--- src/rtl/psg_write_sched.sv ---
// Write scheduler for the TurboSound PSG bank: captures register-select and
// data-port writes, queues them, and issues at most one write per psg_en.
module psg_write_sched #(
  parameter int DEPTH     = 4,
  parameter int NUM_CHIPS = 3
) (
  input  logic                 clk_peripheral,
  input  logic                 reset_n,
  input  logic                 psg_en,
  input  logic                 sel_wr,
  input  logic [7:0]           sel_data,
  input  logic                 dat_wr,
  input  logic [7:0]           dat_data,
  output logic [NUM_CHIPS-1:0] psg_wr,
  output logic [3:0]           psg_reg,
  output logic [7:0]           psg_dat,
  output logic [1:0]           cur_chip,
  output logic                 busy,
  output logic                 overflow
);

  localparam int AW = (DEPTH > 1) ? $clog2(DEPTH) : 1;
  localparam int CW = AW + 1;

  // Strobe protocol: sel_wr/dat_wr are single-cycle pulses with no backpressure;
  // a dat_wr that finds the queue full and no same-cycle pop is dropped and
  // flagged on overflow. psg_wr is a one-cycle one-hot strobe with psg_reg/psg_dat
  // valid in that same cycle.
  logic [13:0]          r_mem [DEPTH];
  logic [AW-1:0]        r_wptr;
  logic [AW-1:0]        r_rptr;
  logic [CW-1:0]        r_count;
  logic [1:0]           r_chip;
  logic [3:0]           r_reg;
  logic [NUM_CHIPS-1:0] r_wr;
  logic [3:0]           r_reg_o;
  logic [7:0]           r_dat_o;
  logic                 r_busy;
  logic                 r_ovf;

  logic                 w_full;
  logic                 w_pop;
  logic                 w_push;
  logic                 w_drop;
  logic [CW-1:0]        w_count_nxt;
  logic [13:0]          w_head;
  logic [1:0]           w_chip_nxt;
  logic [3:0]           w_reg_nxt;
  logic [NUM_CHIPS-1:0] w_onehot;

  always_comb begin
    w_full      = (r_count == CW'(DEPTH));
    w_pop       = psg_en && (r_count != '0);
    w_push      = dat_wr && (!w_full || w_pop);
    w_drop      = dat_wr && w_full && !w_pop;
    w_count_nxt = r_count + CW'(w_push) - CW'(w_pop);
    w_head      = r_mem[r_rptr];
    w_onehot    = NUM_CHIPS'(1) << w_head[13:12];
  end

  // Select decode: 0xFC..0xFF picks the chip (0xFC keeps it), 0x00..0x0F the register.
  always_comb begin
    w_chip_nxt = r_chip;
    w_reg_nxt  = r_reg;
    if (sel_wr) begin
      if (sel_data[7:2] == 6'b111111) begin
        case (sel_data[1:0])
          2'b11:   w_chip_nxt = 2'd0;
          2'b10:   w_chip_nxt = 2'd1;
          2'b01:   w_chip_nxt = 2'd2;
          default: w_chip_nxt = r_chip;
        endcase
      end else if (sel_data[7:4] == 4'b0000) begin
        w_reg_nxt = sel_data[3:0];
      end
    end
  end

  always_ff @(posedge clk_peripheral or negedge reset_n) begin
    if (!reset_n) begin
      r_wptr  <= '0;
      r_rptr  <= '0;
      r_count <= '0;
      r_chip  <= '0;
      r_reg   <= '0;
      r_wr    <= '0;
      r_reg_o <= '0;
      r_dat_o <= '0;
      r_busy  <= 1'b0;
      r_ovf   <= 1'b0;
    end else begin
      r_chip  <= w_chip_nxt;
      r_reg   <= w_reg_nxt;
      r_count <= w_count_nxt;
      r_busy  <= (w_count_nxt != '0);
      r_ovf   <= w_drop;
      if (w_push) r_wptr <= r_wptr + AW'(1);
      if (w_pop) begin
        r_rptr  <= r_rptr + AW'(1);
        r_wr    <= w_onehot;
        r_reg_o <= w_head[11:8];
        r_dat_o <= w_head[7:0];
      end else begin
        r_wr    <= '0;
      end
    end
  end

  // Entry captures chip/reg as held before any same-cycle select write.
  always_ff @(posedge clk_peripheral) begin
    if (w_push) r_mem[r_wptr] <= {r_chip, r_reg, dat_data};
  end

  assign psg_wr   = r_wr;
  assign psg_reg  = r_reg_o;
  assign psg_dat  = r_dat_o;
  assign cur_chip = r_chip;
  assign busy     = r_busy;
  assign overflow = r_ovf;

endmodule

--- config.mk ---
export PLATFORM = sky130hd
export DESIGN_NAME = psg_write_sched
export DESIGN_NICKNAME = d
export VERILOG_FILES = /design/src/rtl/psg_write_sched.sv
export SDC_FILE = /design/constraint.sdc
export NUM_CORES = 1
export LEC_CHECK = 0
export CELL_PAD_IN_SITES_DETAIL_PLACEMENT = 0
export CELL_PAD_IN_SITES_GLOBAL_PLACEMENT = 1
export CORE_UTILIZATION = 42
export CTS_CLUSTER_SIZE = 8
export DETAILED_ROUTE_END_ITERATION = 8
export PLACE_DENSITY_LB_ADDON = 0.1
export SLEW_MARGIN = 40
export SYNTH_ARGS = -nofsm -noshare
export SYNTH_HDL_FRONTEND = slang
export SYNTH_SLANG_ARGS = --single-unit
--- constraint.sdc ---
create_clock -name clk_peripheral -period 2.7 [get_ports clk_peripheral]
set_input_delay 0.405 -clock clk_peripheral [delete_from_list [all_inputs] [get_ports clk_peripheral]]
set_output_delay 0.405 -clock clk_peripheral [all_outputs]
set_load 0.005 [all_outputs]
==> out/metrics.cfg, run 1 <==
[run_status]
status = finished, final reports clean

[critical_path]
path_max_fanout = 2
r2r_start = r_count[0]
crit_path_start_kind = input port
cp.required_ps = 2920
endpoint_kind = register
critPathKind = input port to register
arrival_ps = 2690
setup.worst_path.start = psg_en

[sta]
min_period_over_period_pct = 91.39
layout_setup_ws_ps = 232.4
setup_viol = 0
rsz0062_at_grt = false
worst_pin_slew_ps = 672.5
hold_viol_final = 0
post-route-min-period_ps = 2468
max-slew-margin-rel_pct = 55.17
slew_viol_final = 0
clock_skew_ps = 10.86
fmax_ghz = 0.4053

[final_layout]
final_area_mm2 = 0.004050
syn_to_final_growth_pct = 21.55
final_cell_mix = 56 x edfxtp_1, 39 x clkdlybuf4s50_1, 38 x nand2_1, 30 x dfrtp_1, 10 x mux4_2
regMostFlops = r_mem
layout_commonest_cell = edfxtp_1
n_antenna_cell = 0
fin_cells = 350
n_fill_cell = 668
drive_gt1_share_pct = 16.94
nets = 271
largest_register_ffs = 56

[global_route]
grt_pass1_vias = 1707
grt_usage_pct = 14.54
antenna_found_initial = 0
grt_pass1_wl_um = 8818
grt_overflow_total = 0
grt_max_degree = 31

[yosys]
yosysWarnings = 0
synth.yosys.seq_area_share_pct = 73.00
ys_ff_latch = 86
synthCells = 189
synth.distinct_cells = 26
syn_avg_cell_area_um2 = 17.63
netlist_area_mm2 = 0.003332
syn_nets = 217

[placement]
hpwl_um = 3689
placed_area_mm2 = 0.003871
pre_cts_ws_ps = -143.3
portBuffers = 39
placed_cells = 334
routabilityCongestion = 0.7389

[clock_tree]
cts.clk_slew.worst_paths_ps = 90
cts_inserted_buffers = 9
cts_sinks = 86
cts_resized = 0
ctsHtreeMaxLevel = 3
ctsHoldBuffers = 0
clockBufferDepth = 2
clock_tree.root_cell = clkbuf_8
insertion_delay_ps = 350
post-cts-setup-buffer-count = 0
cts_tree = done

[floorplanning]
start_util_pct = 43.34
die_h_um = 91.07
core_area_mm2 = 0.007687
rows = 32
dieWidth_um = 91.07
dieArea_mm2 = 0.008294
ios = 40

[power_and_ir_drop]
clock_power_share_pct = 20.2
p_sw_mw = 1.124
p_per_area_mw_per_mm2 = 979.2
power_frac_comb_pct = 29.4
p_seq_share_pct = 50.4
swShare_pct = 28.35
intPower_mw = 2.842
p_leak_nw = 1.553
peakVddDrop_mv = 0.3504

[detailed_routing]
wl_per_cell_um = 15.41
final_antenna_net_count = 0
drt-vias-per-instance = 4.857
first_pass_iters = 4
num_vias = 1700
drc = 0
wl_um = 5394
drtIter0Drc = 95

[min_path]
hp-class = input port to asynchronous set/reset pin

[run]
maxCapViolCount = 0

==> cells in the mapped netlist, drive strengths merged <==
cell / number / area [um^2]
mux2: 5 / 56.30
nor3b: 2 / 15.01
nand4: 1 / 6.260
nor2: 1 / 3.750
nor3: 3 / 15.01
o31ai: 1 / 21.27
nand3: 1 / 5.000
inv: 9 / 33.78
mux4: 14 / 330.3
a2bb2oi: 2 / 17.52
dfrtp: 30 / 750.7
and2: 5 / 31.28
buf: 5 / 46.29
or3: 1 / 6.260
nor2b: 1 / 8.760
xnor2: 5 / 43.79
nor4: 1 / 6.260
fa: 1 / 20.02
nand2: 38 / 142.6
ha: 6 / 75.07
nor4b: 1 / 15.01
edfxtp: 56 / 1682
==> area by class of cell <==
type | instances | area [um^2] | share of cell area (%)
tap | 102 | 127.6 | 3.151
sequential | 86 | 2432 | 60.06
multi-input combinational | 89 | 819.5 | 20.23
clock buffer | 12 | 156.4 | 3.862
timing repair buffer | 48 | 457.9 | 11.31
inverter | 9 | 33.78 | 0.8341
clock inverter | 4 | 22.52 | 0.5561
==> critical path: stages <==
cell,delay [ps]
clkdlybuf4s50_1,540
nor4b_2,80
nor2b_2,150
inv_1,60
ha_1,270
inv_1,40
ha_1,190
fa_1,380
xnor2_1,140
xnor2_1,140
or3_1,300
==> worst paths after layout <==
kind	end	slack [ps]	depth (start not counted)
max in group asynchronous	cur_chip[1]	1940	2
worst max-delay path	busy	230	11
worst max register to register	busy	280	10
worst min-delay path	r_reg[2]	460	2
worst min register to register	psg_dat[7]	480	2
min in group clk_peripheral	psg_dat[7]	480	2
==> power groups by stage <==
stage               clock network [mW]  registers [mW]  logic, mW
detailed placement                   0            2.04       1.19
global route                     0.881            2.04       1.28
floorplan                            0            1.98      0.761
global placement                     0            2.01       1.16
CTS                              0.831            2.01       1.19
finish                           0.802            2.00       1.16
==> kinds of logic after synthesis <==
family	Yosys count	synth area share [%]
xor gates and xnor gates	5	1.314
muxes	19	11.60
buffers and inverters	14	2.403
and+or+nand+nor	55	7.660
DFF	86	73.00
AOI/OAI and AO/OA	3	1.164
adders and majority gates	7	2.854
==> metal layers <==
| metal | routed length, um | up-vias | GRT usage [%] |
|---|---|---|---|
| met2 | 2744 | 35 | 23.61 |
| met5 | 0 | - | 0 |
| met4 | 127 | 0 | 8.069 |
| met1 | 2358 | 846 | 18.35 |
| li1 | - | 807 | - |
| met3 | 163 | 12 | 2.931 |
==> metrics by stage <==
stage | power [mW] | hold slack [ps] | setup TNS [ps] | utilization [%]
2_1_floorplan | 2.738 | 109.4 | 0 | -
3_5_place_dp | 3.229 | 463.2 | -143.3 | 50.36
5_1_grt | 4.206 | 482.5 | 0 | 52.69
6_report | 3.966 | 464.0 | 0 | 52.69
4_1_cts | 4.033 | 468.0 | 0 | 52.69
3_3_place_gp | 3.164 | 457.0 | -32.55 | 50.36
No activity file was read; power rests on OpenSTA's default activity.
==> inputs of run 2 (changes only) <==
Settings changed: GPL_TIMING_DRIVEN set to 0.
==> run 2 against run 1 <==
Compared with the run above: sequential share of layout area is 0.45 points lower; sequential power about the same; cell area rose by 0.87%; cell count fell by 0.57%; sequential cell count stayed put; power increased by 5.0%.
==> out/metrics.cfg, run 2 (synthesized netlist as in run 1, its figures left out) <==
[power_and_ir_drop]
intPower_mw = 3.029  ; was 2.842 mW
total_power_mw = 4.166  ; was 3.966 mW
clock_power_share_pct = 23.0  ; was 20.2%
swShare_pct = 27.29  ; was 28.35%
p_seq_share_pct = 47.6  ; was 50.4%
p_per_area_mw_per_mm2 = 1020  ; was 979.2 mW/mm^2
power_frac_comb_pct = 29.4  ; about the same
peakVddDrop_mv = 0.3553  ; was 0.3504 mV
p_sw_mw = 1.137  ; was 1.124 mW
p_leak_nw = 1.558  ; was 1.553 nW

[critical_path]
r2r_start = r_count[0]  ; unchanged
cp.required_ps = 2920  ; about the same
crit_path_start_kind = register  ; was input port
path_max_fanout = 14  ; was 2
arrival_ps = 2720  ; was 2690 ps
critPathKind = register to register  ; was input port to register
endpoint_kind = register  ; unchanged
setup.worst_path.start = r_count[0]  ; was psg_en

[placement]
routabilityCongestion = 0.6656  ; was 0.7389
hpwl_um = 3774  ; was 3689 um
portBuffers = 39  ; unchanged
placed_cells = 330  ; was 334

[clock_tree]
ctsHtreeMaxLevel = 3  ; unchanged
clock_tree.root_cell = clkbuf_8  ; unchanged
cts_tree = done  ; unchanged
cts_sinks = 86  ; unchanged
cts_inserted_buffers = 9  ; unchanged
insertion_delay_ps = 340  ; was 350 ps
ctsHoldBuffers = 0  ; unchanged
cts.clk_slew.worst_paths_ps = 80  ; was 90 ps
clockBufferDepth = 2  ; unchanged

[final_layout]
drive_gt1_share_pct = 17.07  ; was 16.94%
syn_to_final_growth_pct = 22.61  ; was 21.55%
fin_cells = 348  ; was 350
final_util_pct = 53.14  ; was 52.69%
regMostFlops = r_mem  ; unchanged
n_fill_cell = 637  ; was 668
largest_register_ffs = 56  ; unchanged
nets = 269  ; was 271
seq_area_mm2 = 0.002435  ; was 0.002432 mm^2
multi_input_area_um2 = 819.5  ; unchanged
layout_commonest_cell = edfxtp_1  ; unchanged
n_antenna_cell = 0  ; unchanged
final_cell_mix = 56 x edfxtp_1, 38 x nand2_1, 38 x clkdlybuf4s50_1, 28 x dfrtp_1  ; was 56 x edfxtp_1, 39 x clkdlybuf4s50_1, 38 x nand2_1, 30 x dfrtp_1, 10 x mux4_2

[floorplanning]
dieArea_mm2 = 0.008294  ; unchanged
start_util_pct = 43.34  ; unchanged
ios = 40  ; unchanged
rows = 32  ; unchanged
core_area_mm2 = 0.007687  ; unchanged
dieWidth_um = 91.07  ; unchanged
die_h_um = 91.07  ; unchanged

[sta]
min_period_over_period_pct = 92.59  ; was 91.39%
fmax_ghz = 0.4000  ; was 0.4053 GHz
post-route-min-period_ps = 2500  ; was 2468 ps
max-slew-margin-rel_pct = 47.54  ; was 55.17%
clock_skew_ps = 8.251  ; was 10.86 ps
setup_viol = 0  ; unchanged
worst_pin_slew_ps = 786.9  ; was 672.5 ps
hold_viol_final = 0  ; unchanged
slew_viol_final = 0  ; unchanged
rsz0062_at_grt = false  ; unchanged

[global_route]
grt_pass1_wl_um = 9025  ; was 8818 um
grt_max_degree = 31  ; unchanged
grt_pass1_vias = 1822  ; was 1,707
grt_usage_pct = 14.92  ; was 14.54%
antenna_found_initial = 0  ; unchanged
grt_overflow_total = 0  ; unchanged

[detailed_routing]
first_pass_iters = 4  ; unchanged
wl_um = 5528  ; was 5394 um
drt-vias-per-instance = 4.885  ; was 4.857
num_vias = 1700  ; unchanged
drc = 0  ; unchanged
final_antenna_net_count = 0  ; unchanged
wl_per_cell_um = 15.89  ; was 15.41 um
drtIter0Drc = 94  ; was 95

[min_path]
hp-class = input port to asynchronous set/reset pin  ; unchanged

[run]
maxCapViolCount = 0  ; unchanged

[run_status]
status = finished, final reports clean  ; unchanged

==> run 2: cell count changes in the layout (fill, tap and decap cells not counted), moves of 2 or more <==
cell       previous run  this run
dfrtp_1              30        28
bufinv_16             0         2
dfrtp_2               0         2
buf_2                 0         3
buf_4                 9         2
clkinv_2              3         0
buf_6                 0         2
==> run 2: routing by layer <==
metal	wire (um)	GRT usage [%]	up-vias
li1	-	-	797
met1	2281	17.64	850
met2	2905	25.82	46
met3	276	4.271	7
met4	65	5.688	0
met5	0	0	-
==> run 2: final timing paths <==
path / slack [ps] / cells past startpoint / to
setup / recovery: 200 / 9 / busy
hold / removal: 100 / 1 / r_wptr[1]
setup reg to reg: 200 / 9 / busy
hold reg to reg: 480 / 2 / psg_reg[2]
max in group asynchronous: 2120 / 1 / r_count[0]
min in group clk_peripheral: 480 / 2 / psg_reg[2]
==> run 2: worst max-delay path: stages (launching register included) <==
cell and delay (ps):
dfrtp_2 440, o31ai_4 300, inv_2 170, ha_1 300
inv_1 40, ha_1 180, fa_1 380, xnor2_1 150
xnor2_1 140, or3_1 300
==> run 2: area by class of cell <==
| class | instances | share of cell area (%) |
|---|---|---|
| clock inverter | 4 | 1.746 |
| clock buffer | 12 | 3.553 |
| inverter | 9 | 0.8270 |
| sequential | 86 | 59.60 |
| timing repair buffer | 42 | 10.08 |
| multi-input combinational | 89 | 20.06 |
| buffer | 4 | 1.011 |
| tap | 102 | 3.124 |
==> run 2: per-stage QoR <==
step / hold slack [ps] / TNS, ps / instance area (um^2) / setup slack [ps]
after CTS: 106.3 / 0 / 4069 / 48.72
after global placement: 458.5 / -271.2 / 3850 / -271.2
after detailed placement: 463.9 / -360.9 / 3845 / -332.3
after floorplan: 109.4 / 0 / 3332 / 111.9
final: 96.29 / 0 / 4085 / 200.0
after global routing: 141.7 / 0 / 4085 / 39.42
==> run 2: power by group through the flow <==
| stage | Sequential (mW) | Clock (mW) | Combinational [mW] |
|---|---|---|---|
| 2_1_floorplan | 1.98 | 0 | 0.761 |
| 3_3_place_gp | 1.98 | 0 | 1.21 |
| 3_5_place_dp | 2.02 | 0 | 1.24 |
| 4_1_cts | 1.99 | 0.983 | 1.25 |
| 5_1_grt | 2.03 | 1.04 | 1.36 |
| 6_report | 1.98 | 0.957 | 1.22 |
==> run 2: timing repair <==
item / in CTS / in global routing
buffers inserted: 1 / 1
setup endpoints to repair: 1 / 1
hold endpoints to repair: 0 / 0
pin swaps: 1 / 1
resized for setup: 0 / 2
==> inputs of run 3 (changes only) <==
Settings changed: CORE_ASPECT_RATIO set to 0.5.
==> run 3 against run 2 <==
Compared with the run above: first-iteration DRC count down 13%; critical path depth did not move; sequential share of layout area fell by 1.8 points; clock power rose by 18%; combinational power up 4%; non-clock buffer count is 6 higher; register-to-register slack got worse by 20 ps; clock skew down 2.2 ps; routed wire length is 1.9% higher; utilization increased by 2.9 points; cell area increased by 3.1%.
==> out/metrics.cfg, run 3 (synthesized netlist as in run 1, its figures left out) <==
[run_status]
status = finished, final reports clean  ; unchanged

[final_layout]
final_util_pct = 56.04  ; was 53.14%
syn_to_final_growth_pct = 26.40  ; was 22.61%
regMostFlops = r_mem  ; unchanged
final_cell_mix = 56 x edfxtp_1, 38 x nand2_1, 38 x clkdlybuf4s50_1, 29 x dfrtp_1, 10 x mux4_2  ; was 56 x edfxtp_1, 38 x nand2_1, 38 x clkdlybuf4s50_1, 28 x dfrtp_1
largest_register_ffs = 56  ; unchanged
n_antenna_cell = 0  ; unchanged
layout_commonest_cell = edfxtp_1  ; unchanged
nets = 275  ; was 269
drive_gt1_share_pct = 21.03  ; was 17.07%
final_area_mm2 = 0.004212  ; was 0.004085 mm^2

[global_route]
grt_overflow_total = 0  ; unchanged
grt_usage_pct = 16.22  ; was 14.92%
grt_max_degree = 31  ; unchanged
grt_pass1_wl_um = 9246  ; was 9025 um
antenna_found_initial = 0  ; unchanged
grt_pass1_vias = 1745  ; was 1,822

[clock_tree]
cts.clk_slew.worst_paths_ps = 60  ; was 80 ps
clock_tree.root_cell = clkbuf_16  ; was clkbuf_8
ctsHtreeMaxLevel = 3  ; unchanged
cts_tree = done  ; unchanged
cts_sinks = 86  ; unchanged
insertion_delay_ps = 340  ; about the same
clockBufferDepth = 2  ; unchanged
cts_inserted_buffers = 9  ; unchanged

[sta]
rsz0062_at_grt = false  ; unchanged
max-slew-margin-rel_pct = 48.72  ; was 47.54%
post-route-min-period_ps = 2522  ; was 2500 ps
setup_viol = 0  ; unchanged
final.setup.tns_ps = 0  ; unchanged
clock_skew_ps = 6.032  ; was 8.251 ps
min_period_over_period_pct = 93.42  ; was 92.59%
worst_pin_slew_ps = 769.2  ; was 786.9 ps
fmax_ghz = 0.3964  ; was 0.4000 GHz
slew_viol_final = 0  ; unchanged
hold_ws_ps = 109.9  ; was 96.29 ps
hold_viol_final = 0  ; unchanged

[critical_path]
arrival_ps = 2740  ; was 2720 ps
cp.required_ps = 2910  ; was 2920 ps
path_max_fanout = 6  ; was 14
crit_path_start_kind = register  ; unchanged
endpoint_kind = register  ; unchanged
critPathKind = register to register  ; unchanged

[floorplanning]
core_area_mm2 = 0.007515  ; was 0.007687 mm^2
die_h_um = 64.98  ; was 91.07 um
ios = 40  ; unchanged
dieWidth_um = 128.0  ; was 91.07 um
start_util_pct = 44.34  ; was 43.34%
rows = 22  ; was 32
dieArea_mm2 = 0.008315  ; was 0.008294 mm^2

[placement]
hpwl_um = 3560  ; was 3774 um
portBuffers = 39  ; unchanged
routabilityCongestion = 0.7142  ; was 0.6656
placed_area_mm2 = 0.003852  ; was 0.003845 mm^2

[power_and_ir_drop]
p_leak_nw = 1.624  ; was 1.558 nW
peakVddDrop_mv = 0.3472  ; was 0.3553 mV
p_per_area_mw_per_mm2 = 1040  ; was 1020 mW/mm^2

[run]
maxCapViolCount = 0  ; unchanged

[detailed_routing]
wl_um = 5633  ; was 5528 um
drt-vias-per-instance = 4.708  ; was 4.885
num_vias = 1695  ; was 1,700
wl_per_cell_um = 15.65  ; was 15.89 um
final_antenna_net_count = 0  ; unchanged
first_pass_iters = 4  ; unchanged
drc = 0  ; unchanged
drtIter0Drc = 82  ; was 94

[min_path]
hp-class = input port to asynchronous set/reset pin  ; unchanged

[run 3: cell types whose count changed in the layout (fill, tap and decap cells not counted), moves of 3 or more]
cell and delta:
clkinv_4 +3, buf_4 +6, clkbuf_16 +9, clkbuf_8 -9
[run 3: area by class of cell]
class                   count  area (um^2)
clock buffers              11        242.7
flip-flops and latches     86         2434
plain buffers               4        41.29
well taps                 108        135.1
repair buffers             48        452.9
multi-input cells          89        832.0
clock inverters             5        35.03
fillers                   603         3303
inverters                   9        38.79
[run 3: stage by stage]
stage / worst slack [ps] / total power [mW] / std cells
finish: 177.5 / 4.381 / 360
global route: 40.83 / 4.670 / 360
CTS: 82.32 / 4.390 / 352
detailed placement: -308.2 / 3.240 / 336
global placement: -298.3 / 3.200 / 336
floorplan: 111.9 / 2.738 / 189
[run 3: power by group]
part           total, mW  leakage (nW)  switching [mW]  internal [mW]
registers           1.98         0.884           0.173           1.81
logic               1.27         0.604           0.559          0.714
clock network       1.13         0.135           0.479          0.647
total               4.38          1.62            1.21           3.17
[run 3: worst paths after layout]
check / slack, ps / end / from / cells after the start
max: 180 / busy / r_count[0] / 9
min: 110 / overflow / reset_n / 1
max reg2reg: 180 / busy / r_count[0] / 9
min reg2reg: 470 / psg_dat[1] / psg_dat[1] / 2
max in group asynchronous: 2110 / r_count[0] / reset_n / 1
min in group clk_peripheral: 470 / psg_dat[1] / psg_dat[1] / 2
[run 3: per-layer routing]
metal,GRT usage [%],routed length [um],vias to the layer above
met5,0,0,-
met4,6.618,74,0
met3,6.771,413,6
met2,25.20,2564,43
met1,20.21,2581,837
li1,-,-,809
[run 3: critical path, cell delays in order (launching register included)]
cell	delay [ps]
dfrtp_2	430
o31ai_4	380
clkinv_4	140
ha_1	290
inv_1	40
ha_1	190
fa_2	360
xnor2_2	140
xnor2_1	130
or3_1	300
[run 3: timing repair]
action / in CTS / in global routing
pin swaps: 1 / 1
endpoints found under the setup margin: 1 / 1
hold buffers: 0 / 0
resized for setup: 0 / 5
buffers inserted: 1 / 8
